$ cat src/rtl/pe_array_driver_if.sv
// rtl/pe_array_driver_if.sv - weight/activation/result streams and PE array side-band for pe_array_driver
interface pe_array_driver_if #(
  parameter int W = 8,
  parameter int N = 16
);
  logic             w_valid;
  logic             w_ready;
  logic [N*W-1:0]   w_data;

  logic             x_valid;
  logic             x_ready;
  logic [N*W-1:0]   x_data;
  logic             x_last;

  logic             y_valid;
  logic             y_ready;
  logic [N*2*W-1:0] y_data;
  logic             y_last;

  logic [N*W-1:0]   a_in;
  logic [N*W-1:0]   b_in;
  logic             stationaryCtrl;
  logic [N*2*W-1:0] c_out;
  logic             busy;

  modport slave (
    input  w_valid, w_data, x_valid, x_data, x_last, y_ready, c_out,
    output w_ready, x_ready, y_valid, y_data, y_last, a_in, b_in, stationaryCtrl, busy
  );

  modport master (
    output w_valid, w_data, x_valid, x_data, x_last, y_ready, c_out,
    input  w_ready, x_ready, y_valid, y_data, y_last, a_in, b_in, stationaryCtrl, busy
  );
endinterface

$ cat src/rtl/pe_array_driver.sv
// rtl/pe_array_driver.sv - loads stationary weights, streams activations and collects row sums of the PE array
module pe_array_driver #(
  parameter int W         = 8,
  parameter int N         = 16,
  parameter int PE_LAT    = 1,
  parameter int OUT_DEPTH = 4
) (
  input  logic             clk,
  input  logic             rst,
  pe_array_driver_if.slave bus
);

  localparam int PW = (OUT_DEPTH > 1) ? $clog2(OUT_DEPTH) : 1;
  localparam int CW = $clog2(OUT_DEPTH + PE_LAT + 1) + 1;
  localparam int LW = $clog2(N) + 1;

  typedef enum logic [2:0] {
    st_idle,
    st_load,
    st_settle,
    st_stream,
    st_drain
  } state_t;

  state_t state, state_nx;

  logic [LW-1:0]      ld_cnt;
  logic [PE_LAT-1:0]  tag_v;
  logic [PE_LAT-1:0]  tag_l;
  logic [N*2*W-1:0]   mem [OUT_DEPTH];
  logic [OUT_DEPTH-1:0] mem_l;
  logic [PW-1:0]      wr_ptr;
  logic [PW-1:0]      rd_ptr;
  logic [CW-1:0]      occ;
  logic [CW-1:0]      inflight;
  logic               w_acc;
  logic               x_acc;
  logic               push;
  logic               pop;
  logic               credit;
  logic               y_vld;

  always_comb begin
    inflight = '0;
    for (int i = 0; i < PE_LAT; i++) begin
      inflight = inflight + CW'(tag_v[i]);
    end
  end

  // Every accepted activation reserves a FIFO slot up front, so an emerging tag always finds room.
  assign credit = (occ + inflight) < CW'(OUT_DEPTH);
  assign push   = tag_v[PE_LAT-1];
  assign y_vld  = (occ != '0);
  assign pop    = y_vld & bus.y_ready;

  always_ff @(posedge clk) begin
    if (rst) begin
      state <= st_idle;
    end else begin
      state <= state_nx;
    end
  end

  always_comb begin
    state_nx           = state;
    w_acc              = 1'b0;
    x_acc              = 1'b0;
    bus.w_ready        = 1'b0;
    bus.x_ready        = 1'b0;
    bus.a_in           = '0;
    bus.b_in           = '0;
    bus.stationaryCtrl = 1'b0;
    bus.busy           = (state != st_idle);
    case (state)
      st_idle: begin
        if (bus.w_valid) begin
          state_nx = st_load;
        end
      end
      st_load: begin
        bus.w_ready = 1'b1;
        w_acc       = bus.w_valid;
        if (w_acc) begin
          bus.a_in           = bus.w_data;
          bus.stationaryCtrl = 1'b1;
          if (ld_cnt == LW'(N - 1)) begin
            state_nx = st_settle;
          end
        end
      end
      st_settle: begin
        state_nx = st_stream;
      end
      st_stream: begin
        bus.x_ready = credit;
        x_acc       = bus.x_valid & credit;
        if (x_acc) begin
          bus.b_in = bus.x_data;
          if (bus.x_last) begin
            state_nx = st_drain;
          end
        end
      end
      st_drain: begin
        if ((inflight == '0) && (occ == '0)) begin
          state_nx = st_idle;
        end
      end
      default: begin
        state_nx = st_idle;
      end
    endcase
  end

  always_ff @(posedge clk) begin
    if (rst) begin
      ld_cnt <= '0;
      tag_v  <= '0;
      tag_l  <= '0;
      wr_ptr <= '0;
      rd_ptr <= '0;
      occ    <= '0;
    end else begin
      if (w_acc) begin
        ld_cnt <= (ld_cnt == LW'(N - 1)) ? '0 : ld_cnt + LW'(1);
      end

      // Tag pipe mirrors the array latency so c_out is captured exactly when its vector emerges.
      for (int i = PE_LAT - 1; i > 0; i--) begin
        tag_v[i] <= tag_v[i-1];
        tag_l[i] <= tag_l[i-1];
      end
      tag_v[0] <= x_acc;
      tag_l[0] <= x_acc & bus.x_last;

      if (push) begin
        wr_ptr <= (wr_ptr == PW'(OUT_DEPTH - 1)) ? '0 : wr_ptr + PW'(1);
      end
      if (pop) begin
        rd_ptr <= (rd_ptr == PW'(OUT_DEPTH - 1)) ? '0 : rd_ptr + PW'(1);
      end

      case ({push, pop})
        2'b10:   occ <= occ + CW'(1);
        2'b01:   occ <= occ - CW'(1);
        default: occ <= occ;
      endcase
    end
  end

  always_ff @(posedge clk) begin
    if (push) begin
      mem[wr_ptr]   <= bus.c_out;
      mem_l[wr_ptr] <= tag_l[PE_LAT-1];
    end
  end

  // Storage is not reset; gating keeps the result bus at zero whenever nothing is offered.
  assign bus.y_valid = y_vld;
  assign bus.y_data  = y_vld ? mem[rd_ptr] : '0;
  assign bus.y_last  = y_vld ? mem_l[rd_ptr] : 1'b0;

  no_overflow: assert property (@(posedge clk) disable iff (rst)
    !(push && !pop && (occ == CW'(OUT_DEPTH))));

endmodule

$ cat src/flat_wrapper.sv
// flat-port wrapper written by rule: the top's interface ports become plain ports
module pe_array_driver_flat 
#(
  parameter int W         = 8,
  parameter int N         = 16,
  parameter int PE_LAT    = 1,
  parameter int OUT_DEPTH = 4
)
  (clk, rst, bus_w_valid, bus_w_data, bus_x_valid, bus_x_data, bus_x_last, bus_y_ready, bus_c_out, bus_w_ready, bus_x_ready, bus_y_valid, bus_y_data, bus_y_last, bus_a_in, bus_b_in, bus_stationaryCtrl, bus_busy);
  pe_array_driver_if #(.W(W), .N(N)) bus_i ();
  input  logic clk;
  input  logic rst;
  input wire logic [$bits(bus_i.w_valid)-1:0] bus_w_valid;
  input wire logic [$bits(bus_i.w_data)-1:0] bus_w_data;
  input wire logic [$bits(bus_i.x_valid)-1:0] bus_x_valid;
  input wire logic [$bits(bus_i.x_data)-1:0] bus_x_data;
  input wire logic [$bits(bus_i.x_last)-1:0] bus_x_last;
  input wire logic [$bits(bus_i.y_ready)-1:0] bus_y_ready;
  input wire logic [$bits(bus_i.c_out)-1:0] bus_c_out;
  output wire logic [$bits(bus_i.w_ready)-1:0] bus_w_ready;
  output wire logic [$bits(bus_i.x_ready)-1:0] bus_x_ready;
  output wire logic [$bits(bus_i.y_valid)-1:0] bus_y_valid;
  output wire logic [$bits(bus_i.y_data)-1:0] bus_y_data;
  output wire logic [$bits(bus_i.y_last)-1:0] bus_y_last;
  output wire logic [$bits(bus_i.a_in)-1:0] bus_a_in;
  output wire logic [$bits(bus_i.b_in)-1:0] bus_b_in;
  output wire logic [$bits(bus_i.stationaryCtrl)-1:0] bus_stationaryCtrl;
  output wire logic [$bits(bus_i.busy)-1:0] bus_busy;
  assign bus_i.w_valid = bus_w_valid;
  assign bus_i.w_data = bus_w_data;
  assign bus_i.x_valid = bus_x_valid;
  assign bus_i.x_data = bus_x_data;
  assign bus_i.x_last = bus_x_last;
  assign bus_i.y_ready = bus_y_ready;
  assign bus_i.c_out = bus_c_out;
  assign bus_w_ready = bus_i.w_ready;
  assign bus_x_ready = bus_i.x_ready;
  assign bus_y_valid = bus_i.y_valid;
  assign bus_y_data = bus_i.y_data;
  assign bus_y_last = bus_i.y_last;
  assign bus_a_in = bus_i.a_in;
  assign bus_b_in = bus_i.b_in;
  assign bus_stationaryCtrl = bus_i.stationaryCtrl;
  assign bus_busy = bus_i.busy;
  pe_array_driver #(.W(W), .N(N), .PE_LAT(PE_LAT), .OUT_DEPTH(OUT_DEPTH)) u_core (.clk(clk), .rst(rst), .bus(bus_i));
endmodule
$ cat config.mk
export PLATFORM = sky130hd
export DESIGN_NAME = pe_array_driver_flat
export DESIGN_NICKNAME = d
export VERILOG_FILES = /design/src/rtl/pe_array_driver_if.sv /design/src/rtl/pe_array_driver.sv /design/src/flat_wrapper.sv
export SDC_FILE = /design/constraint.sdc
export NUM_CORES = 1
export LEC_CHECK = 0
export ABC_AREA = 1
export CORE_AREA = 8 8 399 401
export DETAILED_ROUTE_END_ITERATION = 16
export DIE_AREA = 0 0 407 409
export DONT_BUFFER_PORTS = 1
export GPL_ROUTABILITY_DRIVEN = 1
export RECOVER_POWER = 50
export REMOVE_ABC_BUFFERS = 1
export SYNTH_ARGS = -nofsm -noshare
export SYNTH_HDL_FRONTEND = slang
export SYNTH_SLANG_ARGS = --single-unit
$ cat constraint.sdc
create_clock -name clk -period 8.98 [get_ports clk]
set_clock_uncertainty 0.2 [all_clocks]
set_input_delay 0.898 -clock clk [delete_from_list [all_inputs] [get_ports clk]]
set_output_delay 0.898 -clock clk [all_outputs]
set_load 0.01 [all_outputs]
After elaboration in Yosys (flattened, before gate mapping) --
Memories as Yosys holds them, arrays and structs flattened. A register that Yosys moved wholly into a read port is not among the register bits. Index checks and enable logic that the tools add are counted.
Storage, ports and cells: flip-flop bits (word level) 22, bits in writable memories 1024, bits of input ports 518, logic and storage cells 78, memories kept 1
Memories:
- u_core.mem | words 4, width 256, read ports 1, clocked after memory_dff 1, wr ports 1, line pe_array_driver.sv:30 | logic [N*2*W-1:0] mem [OUT_DEPTH];
Cells by class: $add $sub $neg 6, order comparisons 4, eq/ne operators 15, multiplexer cells 32, bitwise gates (word level) 3, reductions and logical operators 9
Operators by type and width (number):
- 128-bit two-way mux | 4
- 256-bit two-way mux | 1
- 3-bit two-way mux | 6
- 3-bit case mux with 5 select lines | 1
- 1-bit two-way mux | 11
- 4-bit zero test | 2
- 2-bit two-way mux | 4
- 4-bit case mux with 2 select lines | 1
- 2-bit equality test, second input constant | 3
- 3-bit by 2-bit equality test with 1-bit output, second input constant | 2
- 2-bit by 3-bit < comparator with 1-bit output, second input constant | 2
- 2-bit by 1-bit inequality test with 1-bit output, second input constant | 3
- 2-bit inequality test, second input constant | 3
- 6-bit AND reduction | 1
- 5-bit by 1-bit adder with 5-bit output, second input constant | 1
- 5-bit by 4-bit equality test with 1-bit output, second input constant | 1
- 5-bit two-way mux | 1
- 2-bit by 1-bit adder with 2-bit output, second input constant | 2
- 4-bit by 1-bit adder with 4-bit output | 1
- 4-bit by 1-bit adder with 4-bit output, second input constant | 1
- 4-bit bitwise mux | 1
- 4-bit by 3-bit < comparator with 1-bit output, second input constant | 1
- 4-bit nonzero test | 1
- 4-bit by 1-bit subtractor with 4-bit output, second input constant | 1
- 11 further kinds | 14

Longest topological paths before layout --
word-level depth 5, mapped depth 14, depth with buffers taken out 14

Worst setup path before layout --
Ideal clock, no wire load.
path kind register to register, start reg u_core.wr_ptr[0], end mem u_core.mem[3][0] (netlist name), enable pin, setup time 608 ps, arrival time 5543 ps, data required time 8172 ps, setup slack 2629 ps, cell stages (with the launch flop) 4, path buffers 0, path through dfxtp_1 -> ha_1 -> nand2_1 -> inv_1
RTL lines:
- start: declaration | line pe_array_driver.sv:32 | logic [PW-1:0] wr_ptr;
- start signal: assignment | line pe_array_driver.sv:137 | wr_ptr <= (wr_ptr == PW'(OUT_DEPTH - 1)) ? '0 : wr_ptr + PW'(1);
- end: declaration | line pe_array_driver.sv:30
No word-level cell before the write port.

Worst setup path after layout --
start reg u_core.wr_ptr[0], end mem u_core.mem[3][11] (netlist name), enable pin
No word-level cell before the write port.

==> impl_table.tex <==
\begin{tabular}{lr}
\hline
Metric & Value \\
\hline
\multicolumn{2}{l}{\textbf{Pwr}} \\
Worst supply voltage drop on vdd & 0.277 mV \\
Total power per unit cell area & 299 nW/um2 \\
Total power after layout & 14800 uW \\
Total leakage power & 0.0164 uW \\
\multicolumn{2}{l}{\textbf{Timing}} \\
Time the final worst path needs with I/O delays and setup & 6.80 ns \\
RSZ-0062 raised after global routing & no \\
Slew headroom & -229\% \\
Achievable Freq & 0.147 GHz \\
Count of pins over their slew limit & 229 \\
Final worst path period share & 75.8\% \\
Final setup viols & 0 \\
Total count of hold-check failures in the final report & 0 \\
Measured slew at the worst slew-check pin & 4.94 ns \\
Setup TNS & 0 ns \\
\multicolumn{2}{l}{\textbf{Placement}} \\
Final weighted congestion of routability-driven global placement & 0.951 \\
Input/output buffers & 0 \\
HPWL Detailed & 116000 um \\
Total placed cells including tap cells & 5569 \\
Placed instance area & 45300 um2 \\
\multicolumn{2}{l}{\textbf{Global route}} \\
Vias in the first global route & 27032 \\
Total grt overflow & 0 \\
Wire length of the first global-routing pass & 225000 um \\
Combined global-route utilization of all metal layers & 19.2\% \\
Antenna violations before repair & 28 \\
Pin count of the biggest net entering global routing & 225 \\
\multicolumn{2}{l}{\textbf{Clock network}} \\
Clk slew on worst S/H paths & 0.06 ns \\
TritonCTS Sinks & 1048 \\
Number of buffers created by CTS & 105 \\
Clock root cell & sky130\_fd\_sc\_hd\_\_clkbuf\_16 \\
Buffer count from post-CTS setup fixing & 0 \\
Clk buf depth & 3 \\
Clk\_lat worst skew & 0.71 ns \\
CTS HTree Levels & 3 \\
TritonCTS clock tree & done \\
\multicolumn{2}{l}{\textbf{Drt}} \\
Detailed-routing iteration count for the pre-antenna-repair pass & 6 \\
Drt via density & 4.83 \\
Residual DRC & 0 \\
Number of DRC violations after detailed-routing iteration 0 & 2760 \\
Antenna-violating nets left & 0 \\
Via count of the routed design & 28369 \\
Mean routed wirelength per cell & 28.9 um \\
Total length of routed wires & 170000 um \\
\multicolumn{2}{l}{\textbf{Cells and area}} \\
Layout cell share with drive strength beyond 1 & 7.74\% \\
Commonest non-fill, non-tap cell in the layout & sky130\_fd\_sc\_hd\_\_nor2\_1 \\
Final Instance Count excl. Fillers & 5879 \\
Share of the core filled with cells in the final layout & 32.5\% \\
Area of all placed cells without fillers & 49700 um2 \\
Total Nets Final & 4246 \\
P\&R area growth vs syn & 13.9\% \\
Most used cells in the layout excluding fill and tap cells & 1206 x sky130\_fd\_sc\_hd\_\_nor2\_1, 1028 x sky130\_fd\_sc\_hd\_\_edfxtp\_1, 503 x sky130\_fd\_sc\_hd\_\_o21ai\_0, 268 x sky130\_fd\_sc\_hd\_\_a21oi\_1, 158 x sky130\_fd\_sc\_hd\_\_nand2\_1 \\
\multicolumn{2}{l}{\textbf{Setup path}} \\
FF-to-FF setup slack & 2.18 ns \\
CP arrival & 6.91 ns \\
Critical Path Fanout Max & 81 \\
Number of cells on the worst reg-to-reg path & 4 \\
Crit Reg-Reg Endpoint & u\_core.mem[3][11] \\
Worst-path cell with the longest stage delay & sky130\_fd\_sc\_hd\_\_clkinvlp\_2 \\
Worst path cell trace & ha\_1, nand2\_1, clkinvlp\_2, buf\_4 \\
Worst setup path start & u\_core.wr\_ptr[0] \\
Req. time, crit path & 9.09 ns \\
FF-to-FF Start & u\_core.wr\_ptr[0] \\
Biggest cell delay along the critical path & 3.54 ns \\
Element type at the critical path start & flop \\
Worst path buffer plus inverter count & 2 \\
Critical setup path kind & reg -> reg \\
Kind of capture point of the worst setup path & flop \\
Dominant delay contributor by cell family on the critical path & buffers and inverters \\
\multicolumn{2}{l}{\textbf{Outcome}} \\
Status & complete, but fails checks \\
Violations in the final reports & capacitance limit, slew limit \\
\multicolumn{2}{l}{\textbf{Yosys}} \\
Synthesized instance count & 3741 \\
Number of distinct library cells after synthesis & 24 \\
Number of warnings reported in the yosys synthesis log & 0 \\
Sequential-to-total area share from yosys stat & 71.7\% \\
Fraction of registers with async set/reset & 0\% \\
Netlist area before placement & 43600 um2 \\
Primary FF master, synth & sky130\_fd\_sc\_hd\_\_edfxtp\_1 \\
Number of synthesized flops with an enable pin & 1028 \\
Number of synthesized register bits & 1048 \\
Average cell area after synthesis & 11.7 um2 \\
\multicolumn{2}{l}{\textbf{Hold path}} \\
Classification of the worst-slack hold path & in -> reg \\
Min-Delay Endpoint & u\_core.mem[0][242] \\
Number of instances on the worst hold path & 0 \\
Critical hold path startpoint & bus\_c\_out[242] \\
\multicolumn{2}{l}{\textbf{Die}} \\
Chip height & 409 um \\
Cell row count & 144 \\
Core footprint & 153000 um2 \\
Die Area & 166000 um2 \\
Boundary Pins & 1036 \\
Initial standard-cell utilization of the core & 28.5\% \\
Die outline width & 407 um \\
\multicolumn{2}{l}{\textbf{Job}} \\
Max-capacitance violation count & 5 \\
\hline
\end{tabular}
[cells by family after synthesis]
family	synth area share (%)
buffers and inverters	4.26
and+or+nand+nor	14.6
AOI/OAI and AO/OA	9.11
DFF	71.7
xor gates and xnor gates	0.0402
adders and majority gates	0.258
[area by class of cell]
| cell class | instances | area (um2) |
|---|---|---|
| multi-input cells | 2290 | 10500 |
| fillers | 15051 | 103000 |
| clock inverters | 74 | 798 |
| inverters | 161 | 644 |
| flip-flops and latches | 1048 | 31300 |
| repair buffers | 113 | 1150 |
| clock buffers | 124 | 2700 |
| diodes | 25 | 62.6 |
| well taps | 2044 | 2560 |
[worst max path at each step]
stage / endpoint / slack (ns) / depth (start not counted)
floorplan: bus_y_data[227] / -11.59 / 3
global placement: bus_y_data[251] / 4.15 / 6
detailed placement: bus_y_data[251] / 4.17 / 6
CTS: bus_y_data[251] / 3.37 / 6
global route: u_core.mem[3][43] / 1.81 / 4
finish: u_core.mem[3][11] / 2.18 / 4
[cell usage after synthesis, types with 2 or more instances]
master	count	area share, %
sky130_fd_sc_hd__xnor2_1	2	0.040
sky130_fd_sc_hd__buf_2	130	1.5
sky130_fd_sc_hd__a21oi_1	268	3.1
sky130_fd_sc_hd__clkbuf_1	93	0.80
sky130_fd_sc_hd__buf_1	7	0.060
sky130_fd_sc_hd__o21ai_1	24	0.28
sky130_fd_sc_hd__nand4_1	2	0.029
sky130_fd_sc_hd__buf_12	11	0.50
sky130_fd_sc_hd__inv_2	5	0.043
sky130_fd_sc_hd__nor2_4	102	2.6
sky130_fd_sc_hd__dfxtp_1	20	0.92
sky130_fd_sc_hd__nand2_1	156	1.3
sky130_fd_sc_hd__nand3_1	11	0.13
sky130_fd_sc_hd__edfxtp_1	1028	71
sky130_fd_sc_hd__o21ai_0	502	5.8
sky130_fd_sc_hd__nor2_1	1205	10
sky130_fd_sc_hd__inv_1	156	1.3
sky130_fd_sc_hd__ha_1	9	0.26
sky130_fd_sc_hd__nor3_1	5	0.057
[per-layer routing]
layer | wire length, um | global-route usage, % | vias up
met2 | 84300 | 32.6 | 1305
li1 | - | - | 12810
met1 | 50900 | 17.4 | 13962
met4 | 16100 | 16.4 | 2
met5 | 12 | 0 | -
met3 | 18500 | 8.46 | 290
[sequential cells by signal (all words and copies together) (netlist names), named ones only]
signal,count
u_core.wr_ptr,2
u_core.push,1
u_core.mem_l,4
u_core.ld_cnt,5
u_core.tag_l,1
u_core.mem,1024
u_core.state,3
u_core.occ,4
u_core.rd_ptr,2
[stage by stage]
step,hold slack (ns),setup slack [ns]
after floorplan,0.227,-11.59
after global placement,0.248,4.15
after detailed placement,0.255,4.17
after CTS,0.000127,3.37
after global routing,0.0161,1.81
final,0.0808,2.18
[report_power, final]
| group | internal (uW) | switching (uW) |
|---|---|---|
| sequential | 5450 | 104 |
| combinational | 950 | 3920 |
| clock | 2520 | 1910 |
| total | 8910 | 5930 |
[what timing repair did]
action	CTS	global route
resized for setup	0	0
endpoints found under the hold margin	271	0
hold buffers	87	0
(Power assumes the default switching activity.)
